## src/rtl/rstgen_seq.sv

```systemverilog
// rstgen_seq
// ----------
// PLL-lock-qualified reset sequencer for NUM_CH reset domains sharing one clock.
// The asynchronous PLL lock is synchronised and debounced, all domains are held
// in reset for a programmable minimum time, and then the domains are released
// one at a time in channel order (bit 0 first) with a fixed stagger. The block
// re-enters reset on a software request and, optionally, on PLL lock loss.
//
// Parameters:
//   NUM_CH         number of reset outputs (>=1)
//   SYNC_DEPTH     lock synchroniser flops (>=2)
//   LOCK_FILTER    consecutive synced-high cycles needed to accept lock (>=1)
//   HOLD_CYCLES    minimum all-in-reset cycles before the first release (>=1)
//   STAGGER_CYCLES cycles between successive channel releases (>=1)
//
// Ports:
//   clk_i        clock
//   rst_i        asynchronous active-high reset
//   lock_i       PLL locked, asynchronous to clk_i
//   test_mode_i  DFT bypass: rst_no follows ~rst_i combinationally, busy_o=0
//   sw_rst_i     single-cycle software reset request
//   lost_clr_i   clears the sticky lock-lost flag
//   rst_no       active-low domain resets, bit 0 released first
//   busy_o       high while any domain is still in reset
//   lock_lost_o  sticky flag: lock dropped while every domain was running
//
// Build option:
//   RSTGEN_SEQ_LOCKLOSS_EN  when defined, losing lock during RELEASE/RUN puts
//   every domain back into reset and sets lock_lost_o. When undefined, lock is
//   ignored once the first release has happened, lock_lost_o stays 0, and a
//   software request goes back through HOLD without rechecking lock.

module rstgen_seq #(
   parameter int NUM_CH         = 3,
   parameter int SYNC_DEPTH     = 2,
   parameter int LOCK_FILTER    = 4,
   parameter int HOLD_CYCLES    = 8,
   parameter int STAGGER_CYCLES = 2
) (
   input  logic              clk_i,
   input  logic              rst_i,
   input  logic              lock_i,
   input  logic              test_mode_i,
   input  logic              sw_rst_i,
   input  logic              lost_clr_i,
   output logic [NUM_CH-1:0] rst_no,
   output logic              busy_o,
   output logic              lock_lost_o
);

   localparam int FILT_W = $clog2(LOCK_FILTER + 1);
   localparam int HOLD_W = $clog2(HOLD_CYCLES + 1);
   localparam int STAG_W = $clog2(STAGGER_CYCLES + 1);

   typedef enum logic [1:0] {
      WAIT_LOCK,
      HOLD,
      RELEASE,
      RUN
   } state_e;

   state_e              state_q;
   logic [SYNC_DEPTH-1:0] sync_q;
   logic [SYNC_DEPTH-1:0] sync_d;
   logic [FILT_W-1:0]   filtCnt_q;
   logic [HOLD_W-1:0]   holdCnt_q;
   logic [STAG_W-1:0]   stagCnt_q;
   logic [NUM_CH-1:0]   rstN_q;
   logic [NUM_CH-1:0]   relNext;
   logic                busy_q;
   logic                lost_q;
   logic                lockS;
   logic                lockDropHold;
   logic                lockDropLate;

   // Lock synchroniser: lock_i shifts in at bit 0, the oldest bit is the
   // metastability-safe lock_s used by everything else.
   assign sync_d = {sync_q[SYNC_DEPTH-2:0], lock_i};
   assign lockS  = sync_q[SYNC_DEPTH-1];

   always_ff @(posedge clk_i or posedge rst_i) begin
      if (rst_i) begin
         sync_q <= '0;
      end else begin
         sync_q <= sync_d;
      end
   end

`ifdef RSTGEN_SEQ_LOCKLOSS_EN
   // Lock loss aborts the sequence in every state past WAIT_LOCK.
   assign lockDropHold = ~lockS;
   assign lockDropLate = ~lockS;
`else
   logic everRel_q;

   // Remembers that the domains have been released at least once since reset.
   // After that, lock is no longer looked at, so a HOLD entered through a
   // software request runs to completion even if lock is low.
   always_ff @(posedge clk_i or posedge rst_i) begin
      if (rst_i) begin
         everRel_q <= 1'b0;
      end else if (state_q == RELEASE || state_q == RUN) begin
         everRel_q <= 1'b1;
      end
   end

   assign lockDropHold = ~lockS & ~everRel_q;
   assign lockDropLate = 1'b0;
`endif

   // Next release pattern: one more low-order bit set, so bits can only rise
   // in channel order.
   assign relNext = (rstN_q << 1) | NUM_CH'(1);

   // Main sequencer. Every functional output is a register written here, so
   // the rst_no/busy_o pair always changes on the same edge. All counters are
   // cleared when their state is left and stop at their terminal count, so
   // none of them can wrap.
   always_ff @(posedge clk_i or posedge rst_i) begin
      if (rst_i) begin
         state_q   <= WAIT_LOCK;
         filtCnt_q <= '0;
         holdCnt_q <= '0;
         stagCnt_q <= '0;
         rstN_q    <= '0;
         busy_q    <= 1'b1;
         lost_q    <= 1'b0;
      end else begin
         // A set of the sticky flag beats a clear arriving in the same cycle.
         if (state_q == RUN && lockDropLate) begin
            lost_q <= 1'b1;
         end else if (lost_clr_i) begin
            lost_q <= 1'b0;
         end

         case (state_q)
            WAIT_LOCK: begin
               rstN_q <= '0;
               busy_q <= 1'b1;
               if (!lockS) begin
                  filtCnt_q <= '0;
               end else if (filtCnt_q == FILT_W'(LOCK_FILTER - 1)) begin
                  filtCnt_q <= '0;
                  holdCnt_q <= '0;
                  state_q   <= HOLD;
               end else begin
                  filtCnt_q <= filtCnt_q + 1'b1;
               end
            end

            HOLD: begin
               if (lockDropHold) begin
                  holdCnt_q <= '0;
                  filtCnt_q <= '0;
                  state_q   <= WAIT_LOCK;
               end else if (sw_rst_i) begin
                  holdCnt_q <= '0;
               end else if (holdCnt_q == HOLD_W'(HOLD_CYCLES - 1)) begin
                  holdCnt_q <= '0;
                  stagCnt_q <= '0;
                  rstN_q    <= NUM_CH'(1);
                  if (NUM_CH == 1) begin
                     busy_q  <= 1'b0;
                     state_q <= RUN;
                  end else begin
                     state_q <= RELEASE;
                  end
               end else begin
                  holdCnt_q <= holdCnt_q + 1'b1;
               end
            end

            RELEASE: begin
               if (lockDropLate) begin
                  stagCnt_q <= '0;
                  filtCnt_q <= '0;
                  rstN_q    <= '0;
                  busy_q    <= 1'b1;
                  state_q   <= WAIT_LOCK;
               end else if (sw_rst_i) begin
                  stagCnt_q <= '0;
                  holdCnt_q <= '0;
                  rstN_q    <= '0;
                  busy_q    <= 1'b1;
                  state_q   <= HOLD;
               end else if (stagCnt_q == STAG_W'(STAGGER_CYCLES - 1)) begin
                  stagCnt_q <= '0;
                  rstN_q    <= relNext;
                  if (&relNext) begin
                     busy_q  <= 1'b0;
                     state_q <= RUN;
                  end
               end else begin
                  stagCnt_q <= stagCnt_q + 1'b1;
               end
            end

            RUN: begin
               if (lockDropLate) begin
                  filtCnt_q <= '0;
                  rstN_q    <= '0;
                  busy_q    <= 1'b1;
                  state_q   <= WAIT_LOCK;
               end else if (sw_rst_i) begin
                  holdCnt_q <= '0;
                  rstN_q    <= '0;
                  busy_q    <= 1'b1;
                  state_q   <= HOLD;
               end
            end

            default: begin
               state_q <= WAIT_LOCK;
            end
         endcase
      end
   end

   // DFT bypass: the only combinational path to the outputs. The FSM keeps
   // running underneath and takes over again when test_mode_i drops.
   assign rst_no      = test_mode_i ? {NUM_CH{~rst_i}} : rstN_q;
   assign busy_o      = test_mode_i ? 1'b0 : busy_q;
   assign lock_lost_o = lost_q;

endmodule

```

## config.mk

```make
export PLATFORM = sky130hd
export DESIGN_NAME = rstgen_seq
export DESIGN_NICKNAME = d
export VERILOG_FILES = /design/src/rtl/rstgen_seq.sv
export SDC_FILE = /design/constraint.sdc
export NUM_CORES = 1
export LEC_CHECK = 0
export ABC_AREA = 1
export BUFFER_PORTS_ARGS = -buffer_cell sky130_fd_sc_hd__clkbuf_2
export CORE_ASPECT_RATIO = 1.75
export CORE_MARGIN = 2
export CORE_UTILIZATION = 30
export DETAILED_ROUTE_END_ITERATION = 10
export REMOVE_ABC_BUFFERS = 1
export SLEW_MARGIN = 15
export SYNTH_ARGS = -nofsm -noshare
export SYNTH_HDL_FRONTEND = slang
export SYNTH_SLANG_ARGS = --single-unit
```

## constraint.sdc

```tcl
create_clock -name clk_i -period 2.8 [get_ports clk_i]
set_clock_uncertainty 0.2 [all_clocks]
set_input_delay 0.14 -clock clk_i [delete_from_list [all_inputs] [get_ports clk_i]]
set_output_delay 0.14 -clock clk_i [all_outputs]
set_load 0.1 [all_outputs]
```

## After elaboration in Yosys (flattened, before gate mapping)

Cells that the tools add are included.

- Add/sub/neg operators: 3
- Equality and inequality tests: 18
- Mux-type cells: 41
- Bitwise operators: 5
- Reduce and logical (&&, ||, !) cells: 12

Operators by type and width:

| kind | number |
|---|---|
| two-way mux 3 bit | 10 |
| two-way mux 2 bit | 14 |
| two-way mux 4 bit | 6 |
| inequality test 2 bit, second input constant | 7 |
| case mux 3 bit (4 select lines) | 1 |
| case mux 4 bit (3 select lines) | 1 |
| case mux 2 bit (4 select lines) | 1 |
| AND reduction 4 bit | 2 |
| AND reduction 7 bit | 1 |
| inequality test 3 x 2 -> 1 bit, second input constant | 2 |
| inequality test 3 bit, second input constant | 2 |
| case mux 3 bit (2 select lines) | 1 |
| two-way mux 1 bit | 5 |
| AND reduction 5 bit | 1 |
| adder 4 x 1 -> 4 bit, second input constant | 1 |
| == test 2 x 1 -> 1 bit, second input constant | 2 |
| == test 2 bit, second input constant | 2 |
| == test 4 x 3 -> 1 bit, second input constant | 1 |
| inverter 1 bit | 4 |
| case mux 2 bit (2 select lines) | 1 |
| AND reduction 2 bit | 2 |
| adder 3 x 1 -> 3 bit, second input constant | 1 |
| == test 3 x 2 -> 1 bit, second input constant | 1 |
| case mux 1 bit (3 select lines) | 1 |
| other kinds (9) | 9 |

- Flip-flop bits (word level): 18
- Input port bits: 6
- Output and inout port bits: 5
- Logic and storage cells: 87

## Logic depth before layout (Yosys ltp)

Gate-level depths: netlist (run 1).

- Depth after elaboration: 5
- Mapped depth: 10
- Depth with buffers taken out: 10

## Worst setup path before layout (run 1)

Ideal clock, no wire load.

- Path type: register to output
- Start: register rstN_q[1]
- End: output rst_no[1]
- Arrival: 2488 ps
- Data required time: 2460 ps
- Slack: -28 ps
- Stages on the path, launching flop included: 3
- Buffers on the path: 0
- Cell sequence: dfrtp_1 -> inv_1 -> o21ai_0

- Word-level cells in the longest chain between the ends: 1

RTL lines:

| what | RTL line | text |
|---|---|---|
| start, declared | 68 | `logic [NUM_CH-1:0] rstN_q;` |
| start signal, assigned | 188 | `rstN_q <= relNext;` |
| two-way mux 3 bit | 221 | `assign rst_no = test_mode_i ? {NUM_CH{~rst_i}} : rstN_q;` |
| end, declared | 46 | `output logic [NUM_CH-1:0] rst_no,` |

No other way between the ends.

## Worst setup path in the final report (run 1)

- Start: input rst_i
- End: output rst_no[0]

- Word-level cells in the longest chain between the ends: 2

RTL lines:

| what | RTL line | text |
|---|---|---|
| start, declared | 41 | `input logic rst_i,` |
| inverter 1 bit | 221 |  |
| two-way mux 3 bit | 221 |  |

No other way between the ends.

==> metrics.md, run 1 <==
| Metric | Value |
|---|---|
| Outcome | complete, no violations |
| Root buffer cell | clkbuf_8 |
| Largest net degree at the start of global routing | 20 |
| CTS tree | yes |
| Worst EP required | 2.46 ns |
| Synth cell types | 23 |
| Post-Place Cells | 191 |
| Vias | 901 |
| ANT nets after route | 0 |
| Grt total ovfl | 0 |
| Pre-CTS setup slack | 1.07 ns |
| Worst Hold Class | input pin to register |
| Leak pwr | between 0.6 and 0.7 nW |
| Most common cell in the synthesized netlist | nand2_1 |
| Mapped Cells | between 100 and 150 |
| Synth Register Bits | 18 |
| Core Region | 0.00340 sq mm |
| PwrDens | 917 mW/mm^2 |
| Crit path max-delay family | buffers and inverters |
| Number of DRC markers in iteration 0 | 22 |
| Starting density of the core | 0.316 |
| Fin crit share | 0.748 |
| Nets@finish | ~170 |
| Async SR Flop Fraction | 1.00 |
| Clock Path Buffers | 2 |
| Crit end category | primary output |
| Drt wl/cell | 10.6 microns |
| CP arrival | approximately 1.8 ns |
| IO Pins | 11 |
| Max VDD drop | between 0.4 and 0.5 mV |
| DP HPWL | around 1700 microns |
| Met2 WL | 1130 microns |
| Final Max Slew Viols | 0 |
| Max stage delay cell, worst path | dlygate4sd3_1 |
| Dpl cell area | around 0.0012 sq mm |
| Fin cells | approximately 200 |
| Clk sink count | 18 |
| Drt pass-1 iters | 4 |
| IO buf count | 8 |
| Buf+Inv Stages, Crit Path | 5 |
| Clk_lat worst skew | ~0.26 ns |
| Layout cells sized above 1 | 0.211 |
| Routed wire length | between 2000 and 2500 microns |
| Die width | about 49 microns |
| YS warnings | 0 |
| GRT Total Usage | 0.116 |
| H-tree lvl count | 1 |
| Mean Syn Cell Area | 7.79 sq um |
| Startpoint Class | input pin |
| Fmax | approximately 480 MHz |
| Post-route cell area | approximately 0.0012 sq mm |
| Placer Congestion | 0.757 |
| Cells along the critical path | dlygate4sd3_1 -> clkbuf_2 -> inv_1 -> buf_4 -> nand2_1 -> o21ai_0 -> clkbuf_2 |
| Relative slew slack | 0.640 |
| Synth-to-Final Area Change | 15.9% |
| RSZ-0062 raised after global routing | no |
| Actual slew at the worst max-slew pin | 0.543 ns |
| Fin. Hold Viols | 0 |
| Netlist Area Pre-Place | roughly 0.0011 sq mm |
| Synth top area cells | dfrtp_1 40%, nand2_1 11%, ha_1 8.1% |
| Commonest cells post-synth | 32 x nand2_1, 19 x inv_1, 17 x dfrtp_1 |
| WS Path Type | input pin to primary output |
| Largest area contributor in the netlist | dfrtp_1 |
| Drt drc | 0 |
| Post-cts sizing count | 0 |
| # setup viols final | 0 |
| Post-synth top area share | 0.396 |
| Die span in y | 83.2 microns |
| First-pass GRT wire length | ~3700 microns |
| Total CTS buffers | 3 |
| CP dominant cell by count | clkbuf_2 |
| Met3 WL post-DR | about 48 microns |
| Antenna Diode Count | 0 |
| Post-Route M1 WL | between 800 and 900 microns |
| CP max stage delay | about 0.53 ns |
| Highest Signal Layer | met4 |
| Setup ws final | ~0.70 ns |
| Final TNS setup | 0 ns |
| Initial antenna violation count | 0 |
| Ys flop type | dfrtp_1 |
| Std-Cell Rows | 28 |
| Max Cap Violations | 0 |
| Number of flops mapped to enable cells by yosys | 0 |
| Vias in the first global route | 900 |
| Final core utilization | 0.367 |
| Avg Vias per Cell | around 4.6 |
| Clk slew on worst S/H paths | around 0.070 ns |
| Seq/Total Area, Yosys | 0.420 |
| DIE AREA | between 0.004 and 0.005 sq mm |
| Critical path peak fanout | 19 |
| Post-route minimum period | about 2.1 ns |
-- flip-flops by register name (all words and copies together), names as in the netlist --
register and count:
rstN_q 3, sync_q 2, holdCnt_q 4, filtCnt_q 3
state_q 2, busy_q 1, stagCnt_q 2, everRel_q 1
-- layout by cell type (no fill, tap or decap), types with 2 or more instances in the layout --
cell,instances
nand3_1,9
ha_1,7
nand2_2,4
inv_1,19
nand4_1,3
clkbuf_2,8
o21ai_2,3
inv_2,3
dfrtp_1,17
nor2_2,4
dlygate4sd3_1,2
o21ai_0,11
nor3_1,2
a21oi_1,6
nand2_1,32
clkbuf_8,4
nor2_1,6
o21ai_1,3
or2_2,2
-- cell families after synthesis --
group / count (synthesis) / synth area share
compound gates: 24 / 0.123
fa+ha+maj: 7 / 0.0815
buf+inv: 23 / 0.0838
flops: 18 / 0.420
other cells: 1 / 0.00349
simple gates: 65 / 0.288
-- power breakdown --
part           internal [W]  switching (W)
Combinational      0.000169       0.000374
Clock              0.000125      0.0000915
Sequential         0.000329      0.0000555
-- per-stage QoR --
step                      hold slack [ns]  power [W]
after detailed placement          -0.0392   0.000935
after global placement            -0.0399   0.000914
after global routing                0.109    0.00125
final                              0.0621    0.00114
after CTS                          0.0654    0.00116
after floorplan                    -0.114   0.000816
-- final cells by class --
| type | instances | area, sq um |
|---|---|---|
| Clock buffer | 4 | 55.1 |
| Sequential cell | 18 | 452 |
| Multi-Input combinational cell | 97 | 533 |
| Inverter | 22 | 82.6 |
| Fill cell | 379 | 2150 |
| Timing Repair Buffer | 11 | 67.6 |
| Tap cell | 45 | 56.3 |
-- path summary, 6_finish.rpt --
check	start	slack (ns)	depth (start not counted)	end
min in group asynchronous	rst_i	0.22	4	filtCnt_q[0]$_DFFE_PP0P_
worst max register to register	state_q[1]$_DFFE_PP0P_	1.05	8	state_q[0]$_DFFE_PP0P_
worst min register to register	sync_q[0]$_DFF_PP0_	0.15	0	sync_q[1]$_DFF_PP0_
worst max-delay path	rst_i	0.70	7	rst_no[0]
max in group asynchronous	rst_i	1.91	4	busy_q$_DFFE_PP1P_
worst min-delay path	sw_rst_i	0.06	4	holdCnt_q[0]$_DFFE_PP0P_
-- timing repair --
item / 4_1_cts / 5_1_grt
buffers inserted: 0 / 0
hold buffers: 2 / 0
endpoints found under the hold margin: 19 / 0
-- tightest hold or removal path: stages --
cell and delay, ns:
clkbuf_2 0.12, nor2_1 0.09, nand2_1 0.09, o21ai_2 0.05
-- routing by layer --
metal,GRT usage,vias to the layer above
met5,0,-
met4,0.0701,0
met3,0.0126,4
met2,0.215,11
met1,0.119,419
li1,-,467
No activity file was read; power rests on OpenSTA's default activity.
==> run 2: changes to the inputs <==
--- a/config.mk
+++ b/config.mk
@@ -5,7 +5,7 @@
 export SDC_FILE = /design/constraint.sdc
 export NUM_CORES = 1
 export LEC_CHECK = 0
-export ABC_AREA = 1
+export ABC_AREA = 0
 export BUFFER_PORTS_ARGS = -buffer_cell sky130_fd_sc_hd__clkbuf_2
 export CORE_ASPECT_RATIO = 1.75
 export CORE_MARGIN = 2
==> constraint.sdc (replaced) <==
create_clock -name clk_i -period 1.7 [get_ports clk_i]
set_clock_uncertainty 0.2 [all_clocks]
set_input_delay 0.085 -clock clk_i [delete_from_list [all_inputs] [get_ports clk_i]]
set_output_delay 0.085 -clock clk_i [all_outputs]
set_load 0.1 [all_outputs]
==> run 2 against run 1 <==
  * The run now ends with setup timing left
  * Sequential share of layout area decreased by 8.7 points
  * Sequential power increased by 65%
  * Final cell count decreased by 2.5%
  * Setup slack got worse by 0.85 ns
  * Worst hold slack improved by 0.089 ns
  * Non-clock buffer count increased by 28
  * Area after synthesis decreased by 4.9%
  * Total power increased by 140%
  * Sequential cell count unchanged
  * Via count increased by 4.9%
  * Critical path depth decreased by 1
  * Global-route usage increased by 2.7 points
  * Critical path type is now register to register
  * Largest cell class unchanged
==> metrics.md, run 2 <==
| Metric | Value |
|---|---|
| Number of flops mapped to enable cells by yosys | 0 (unchanged) |
| Critical path peak fanout | 6 (-13) |
| Async SR Flop Fraction | 1.00 (unchanged) |
| Drt pass-1 iters | 4 (unchanged) |
| Mean Syn Cell Area | 9.74 sq um (+25%) |
| Seq/Total Area, Yosys | 0.442 (+0.0216) |
| Clk slew on worst S/H paths | 0.07 ns (about the same) |
| Drt wl/cell | 13.9 microns (+31%) |
| Max stage delay cell, worst path | dfrtp_2 |
| Worst hold slack | 0.151 ns (+0.0886 ns) |
| Worst Hold Class | register to register |
| Layout cells sized above 1 | 0.558 (+0.347) |
| Relative slew slack | 0.643 (+0.00328) |
| Initial antenna violation count | 0 (unchanged) |
| Max VDD drop | 0.813 mV (+83%) |
| Nets@finish | 161 (-3.0%) |
| Largest register by flop count | holdCnt_q |
| Cells along the critical path | buf_12 -> ha_4 -> o21ai_4 -> o22ai_2 -> or3_4 -> mux2i_2 |
| Outcome | finished, violations left |
| Fin crit share | 1.08 |
| RSZ-0062 raised after global routing | yes |
| Starting density of the core | 0.307 (-0.00913) |
| Std-Cell Rows | 28 (unchanged) |
| H-tree lvl count | 1 (unchanged) |
| Synth cell types | 37 (+61%) |
| Most common cell in the synthesized netlist | dfrtp_1 |
| Largest area contributor in the netlist | dfrtp_1 |
| Most common cell after layout, fill and taps aside | buf_4 |
| Largest net degree at the start of global routing | 19 (-5.0%) |
| Most frequent cells in the layout | 24 x buf_4, 15 x dfrtp_1, 9 x nand2_1, 6 x o21ai_0, 6 x nor2_1 |
| YS warnings | 0 (unchanged) |
| Grt total ovfl | 0 (unchanged) |
| ANT nets after route | 0 (unchanged) |
| Avg Vias per Cell | 4.92 (+7.6%) |
| Top Registers | holdCnt_q: 4 flops, filtCnt_q: 3 flops, rstN_q: 3 flops |
| First-pass GRT wire length | 4030 microns (+8.5%) |
| Clk sink count | 18 (unchanged) |
| Final Max Slew Viols | 0 (unchanged) |
| Clock Path Buffers | 2 (unchanged) |
| Fillers | 299 (-21%) |
| Fin. Hold Viols | 0 (unchanged) |
| Antenna Diode Count | 0 (unchanged) |
| WS Path Type | register to register |
| Startpoint Class | register |
| Setup ws final | -0.143 ns (-0.848 ns) |
| CTS tree | yes |
| Drt drc | 0 (unchanged) |
| Die span in y | 81.2 microns (-2.4%) |
| Footprint of the multi-input gates | 716 sq um (+34%) |
| Post-synth top area share | 0.416 (+0.0203) |
| Storage cell area | 454 sq um (+0.55%) |
| DIE AREA | 0.00391 sq mm (-4.6%) |
| Vias | 945 (+4.9%) |
| Number of DRC markers in iteration 0 | 8 (-64%) |
| Final TNS setup | -0.432 ns (-0.432 ns) |
| Routed wire length | 2670 microns (+28%) |
| Netlist Area Pre-Place | 0.00102 sq mm (-4.9%) |
| Leak pwr | 0.744 nW (+15%) |
| Clk_lat worst skew | 0.25 ns (about the same) |
| IO Pins | 11 (unchanged) |
| Max Cap Violations | 0 (unchanged) |
| Core Region | 0.00333 sq mm (-2.1%) |
| Commonest cells post-synth | 17 x dfrtp_1, 12 x o21ai_0, 10 x nand2_1 |
| Actual slew at the worst max-slew pin | 0.538 ns (-0.00494 ns) |
| Post-route minimum period | 1.84 ns |
| Synth Register Bits | 18 (unchanged) |
| DP HPWL | 1870 microns (+12%) |
| Fmax | 543 MHz |
| Worst EP required | 1.66 ns (-0.80 ns) |
| Crit end category | register |
| IO buf count | 8 (unchanged) |
| Synth-to-Final Area Change | 61.3% |
| # setup viols final | 6 (+6) |
| Max reg flops | 4 (unchanged) |
| Total CTS buffers | 3 (unchanged) |
| CP arrival | 1.80 ns (+0.04 ns) |
| Die width | 48.1 microns (-2.3%) |
| Vias in the first global route | 956 (+6.2%) |
| Synth top area cells | dfrtp_1 42%, ha_1 8.6%, o21ai_0 5.9% |
| Placer Congestion | 0.755 (-0.26%) |
| Mapped Cells | 105 (-24%) |
| Ys flop type | dfrtp_1 |
| Root buffer cell | clkbuf_8 |
| GRT Total Usage | 0.143 (+0.0271) |
| Failing checks | setup timing |
| PwrDens | 1680 mW/mm^2 (+83%) |
| CP max stage delay | 0.46 ns (-0.07 ns) |
==> run 2: per-layer routing <==
layer,vias to the layer above,share of wire,global-route usage,routed length [microns]
li1,454,-,-,-
met1,472,0.37,0.137,999
met2,13,0.59,0.272,1570
met3,6,0.020,0.0200,52
met4,0,0.017,0.0649,46
met5,-,0,0,0
==> run 2: area by class of cell <==
type	instances	area share
Inverter	7	0.0159
Tap cell	45	0.0341
Multi-Input combinational cell	79	0.434
Clock buffer	4	0.0334
Sequential cell	18	0.275
Timing Repair Buffer	39	0.207
==> run 2: final timing paths <==
path	from	endpoint	slack, ns	depth (start not counted)
setup / recovery	state_q[0]$_DFFE_PP0P_	state_q[1]$_DFFE_PP0P_	-0.14	6
hold / removal	sync_q[0]$_DFF_PP0_	sync_q[1]$_DFF_PP0_	0.15	0
setup reg to reg	state_q[0]$_DFFE_PP0P_	state_q[1]$_DFFE_PP0P_	-0.14	6
hold reg to reg	sync_q[0]$_DFF_PP0_	sync_q[1]$_DFF_PP0_	0.15	0
max in group asynchronous	rst_i	busy_q$_DFFE_PP1P_	0.82	4
min in group asynchronous	rst_i	rstN_q[0]$_DFFE_PP0P_	0.22	4
==> run 2: timing repair <==
| item | 4_1_cts | 5_1_grt |
|---|---|---|
| gates resized for setup | 25 | 27 |
| endpoints found under the setup margin | 13 | 13 |
| pin swaps | 4 | 5 |
| setup buffers | 3 | 2 |
| hold buffers | 2 | 0 |
| hold endpoints to repair | 19 | 0 |
==> run 2: kinds of logic after synthesis <==
logic type      after synthesis  synth area share
buf+inv                       8            0.0331
flops                        18             0.442
other cells                   1           0.00367
simple gates                 37             0.190
compound gates               30             0.201
fa+ha+maj                     7            0.0857
mux                           4            0.0453
==> run 2: metrics by stage <==
step                cell area [sq um]  setup WS, ns  instances  power (W)   util
finish                           1650        -0.143        192    0.00277  0.495
detailed placement               1320        -0.186        181    0.00185  0.398
global placement                 1320       -0.0898        181    0.00180  0.398
CTS                              1520       -0.0817        190    0.00246  0.456
floorplan                        1010        -0.449        104    0.00128      -
global route                     1650        -0.193        192    0.00293  0.495
==> run 2: critical path, delay by kind of cell, from the launching register on <==
| family | cells | cell delay [ns] |
|---|---|---|
| compound gates | 2 | 0.19 |
| fa+ha+maj | 1 | 0.18 |
| buf+inv | 1 | 0.15 |
| flops | 1 | 0.46 |
| mux | 1 | 0.21 |
| simple gates | 1 | 0.36 |
==> run 2: power by group <==
| group | switching [W] | internal (W) |
|---|---|---|
| Sequential | 0.000103 | 0.000533 |
| Combinational | 0.000853 | 0.000929 |
| Clock | 0.000146 | 0.000206 |
==> run 3: changes to the inputs <==
--- a/config.mk
+++ b/config.mk
@@ -5,13 +5,14 @@
 export SDC_FILE = /design/constraint.sdc
 export NUM_CORES = 1
 export LEC_CHECK = 0
-export ABC_AREA = 0
+export ABC_AREA = 1
 export BUFFER_PORTS_ARGS = -buffer_cell sky130_fd_sc_hd__clkbuf_2
 export CORE_ASPECT_RATIO = 1.75
 export CORE_MARGIN = 2
 export CORE_UTILIZATION = 30
 export DETAILED_ROUTE_END_ITERATION = 10
 export REMOVE_ABC_BUFFERS = 1
+export SKIP_CTS_REPAIR_TIMING = 1
 export SLEW_MARGIN = 15
 export SYNTH_ARGS = -nofsm -noshare
 export SYNTH_HDL_FRONTEND = slang
==> run 3 against run 2 <==
  * The run ends with hold timing left
  * Non-clock buffer count shrank 23
  * Clock-buffer cell count is the same
  * Critical path depth shrank 1
  * Via count grew 0.95%
  * Clock power grew 2%
  * Total power shrank 25%
  * Highest routed layer unchanged
==> metrics.md, run 3 (synthesis gave the netlist of run 1 again) <==
| Metric | Value |
|---|---|
| Layout cells sized above 1 | 0.280 (-0.278) |
| Std-Cell Rows | 28 (unchanged) |
| Die span in y | 83.2 microns (+2.4%) |
| Max stage delay cell, worst path | dfrtp_2 |
| Top Registers | holdCnt_q: 4 flops, filtCnt_q: 3 flops, rstN_q: 3 flops |
| Grt met2 use | 0.240 (-0.0324) |
| Worst Hold Class | input pin to register |
| Hold path start | sw_rst_i |
| Failing checks | hold timing |
| Leak pwr | 0.685 nW (-7.9%) |
| Clk sink count | 18 (unchanged) |
| Clock Path Buffers | 2 (unchanged) |
| Starting density of the core | 0.316 (+0.00913) |
| Largest register by flop count | holdCnt_q |
| Clk slew on worst S/H paths | 0.07 ns (about the same) |
| Fin. Hold Viols | 2 (+2) |
| WS Path Type | register to register |
| Initial antenna violation count | 0 (unchanged) |
| PwrDens | 1520 mW/mm^2 (-9.3%) |
| Vias | 954 (+0.95%) |
| Post-route minimum period | 1.64 ns (-0.205 ns) |
| Avg Vias per Cell | 4.72 (-4.0%) |
| H-tree lvl count | 1 (unchanged) |
| Drt wl/cell | 11.6 microns (-16%) |
| IO buf count | 8 (unchanged) |
| Setup ws final | 0.0621 ns (+0.205 ns) |
| CP max stage delay | 0.44 ns (-0.02 ns) |
| Nets@finish | 171 (+6.2%) |
| CP arrival | 1.62 ns (-0.18 ns) |
| Total CTS buffers | 3 (unchanged) |
| Most common cell after layout, fill and taps aside | nand2_1 |
| Grt met1 use | 0.127 (-0.0105) |
| Synth-to-Final Area Change | 27.4% |
| Most frequent cells in the layout | 32 x nand2_1, 18 x inv_1, 16 x dfrtp_1, 10 x o21ai_0, 9 x nand3_1 |
| Clk_lat worst skew | 0.26 ns (about the same) |
| Routed wire length | 2350 microns (-12%) |
| Number of DRC markers in iteration 0 | 41 (+33) |
| Startpoint Class | register |
| Dpl cell area | 0.00126 sq mm (-4.7%) |
| Fillers | 357 (+19%) |
| Pre-CTS setup slack | -0.0424 ns (+0.144 ns) |
| IO Pins | 11 (unchanged) |
| Worst EP required | 1.68 ns (+0.02 ns) |
| Core Region | 0.00340 sq mm (+2.1%) |
| Root buffer cell | clkbuf_8 |
| Grt total ovfl | 0 (unchanged) |
| M3 GR Usage | 0.0108 (-0.00921) |
| Largest net degree at the start of global routing | 19 (unchanged) |
| DIE AREA | 0.00410 sq mm (+4.8%) |
| Worst r2r src | state_q[0]$_DFFE_PP0P_ |
| Crit end category | register |
| Post-route cell area | 0.00137 sq mm (-17%) |
| Drt pass-1 iters | 4 (unchanged) |
| Cells along the critical path | ha_1 -> or2_2 -> nor2_4 -> nor2_1 -> a21oi_1 |
| Outcome | finished, violations left |
| Final Max Slew Viols | 0 (unchanged) |
| Crit. Startpoint | state_q[0]$_DFFE_PP0P_ |
| CTS tree | yes |
| RSZ-0062 raised after global routing | yes |
| ANT nets after route | 0 (unchanged) |
| Die width | 49.2 microns (+2.3%) |
| Antenna Diode Count | 0 (unchanged) |
| Max VDD drop | 0.660 mV (-19%) |
| Worst hold slack | -0.0157 ns (-0.166 ns) |
| Vias in the first global route | 971 (+1.6%) |
| GRT Total Usage | 0.125 (-0.0175) |
| Max reg flops | 4 (unchanged) |
| First-pass GRT wire length | 4000 microns (-0.84%) |
| Fin cells | 202 (+5.2%) |
| DP HPWL | 1830 microns (-2.2%) |
| Fin crit share | 0.963 (-0.121) |
| Placer Congestion | 0.792 (+5.0%) |
| Critical path peak fanout | 5 (-1) |
| Fmax | 611 MHz (+13%) |
| GRT busiest layer | met2 |
| Drt drc | 0 (unchanged) |
| Max Cap Violations | 0 (unchanged) |
| Post-Place Cells | 195 (+7.7%) |
| # setup viols final | 0 (-6) |
## run 3: cell types whose count changed in the layout (fill, tap and decap cells not counted), sizes merged, moves of 3 or more
cell    change
inv        +15
nand2b      -3
nand2      +27
nand3       +8
buf        -22
o21ai       +3
## run 3: per-stage QoR
stage	total power [W]	util	setup TNS, ns	hold WS, ns
floorplan	0.00134	-	-3.56	-0.169
global placement	0.00162	0.371	0	-0.0268
detailed placement	0.00166	0.371	-0.0543	-0.0247
CTS	0.00203	0.387	-0.133	-0.311
global route	0.00224	0.403	-0.0446	0.0271
finish	0.00209	0.403	0	-0.0157
## run 3: critical path: cells and delay by family, from the launching register on
family,cells,cell delay [ns]
AND/OR/NAND/NOR,3,0.56
flip-flops,1,0.44
adder cells (fa/ha/maj),1,0.24
AO/OA/AOI/OAI,1,0.13
## run 3: path summary, 6_finish.rpt
path                                             to  slack (ns)  cells after the start
setup / recovery           filtCnt_q[0]$_DFFE_PP0P_        0.06                      5
hold / removal             holdCnt_q[1]$_DFFE_PP0P_       -0.02                      4
setup reg to reg           filtCnt_q[0]$_DFFE_PP0P_        0.06                      5
hold reg to reg                 sync_q[1]$_DFF_PP0_        0.15                      0
max in group asynchronous        busy_q$_DFFE_PP1P_        0.82                      4
min in group asynchronous     rstN_q[2]$_DFFE_PP0P_        0.22                      4
## run 3: final cells by class
| cell class | instances | area [sq um] | share of cell area |
|---|---|---|---|
| Tap cell | 45 | 56.3 | 0.0411 |
| Timing Repair Buffer | 16 | 165 | 0.121 |
| Inverter | 22 | 82.6 | 0.0603 |
| Sequential cell | 18 | 453 | 0.331 |
| Multi-Input combinational cell | 97 | 557 | 0.407 |
| Clock buffer | 4 | 55.1 | 0.0402 |
## run 3: layer usage
| metal | vias to the layer above | part of all wire |
|---|---|---|
| li1 | 479 | - |
| met1 | 455 | 0.38 |
| met2 | 13 | 0.57 |
| met3 | 7 | 0.018 |
| met4 | 0 | 0.036 |
| met5 | - | 0 |
## run 3: report_power, final
part | total [W] | switching (W) | internal [W] | leakage (nW)
Combinational | 0.00110 | 0.000692 | 0.000409 | 0.426
Sequential | 0.000626 | 0.0000818 | 0.000544 | 0.230
Clock | 0.000358 | 0.000152 | 0.000206 | 0.0288
Total | 0.00209 | 0.000926 | 0.00116 | 0.685
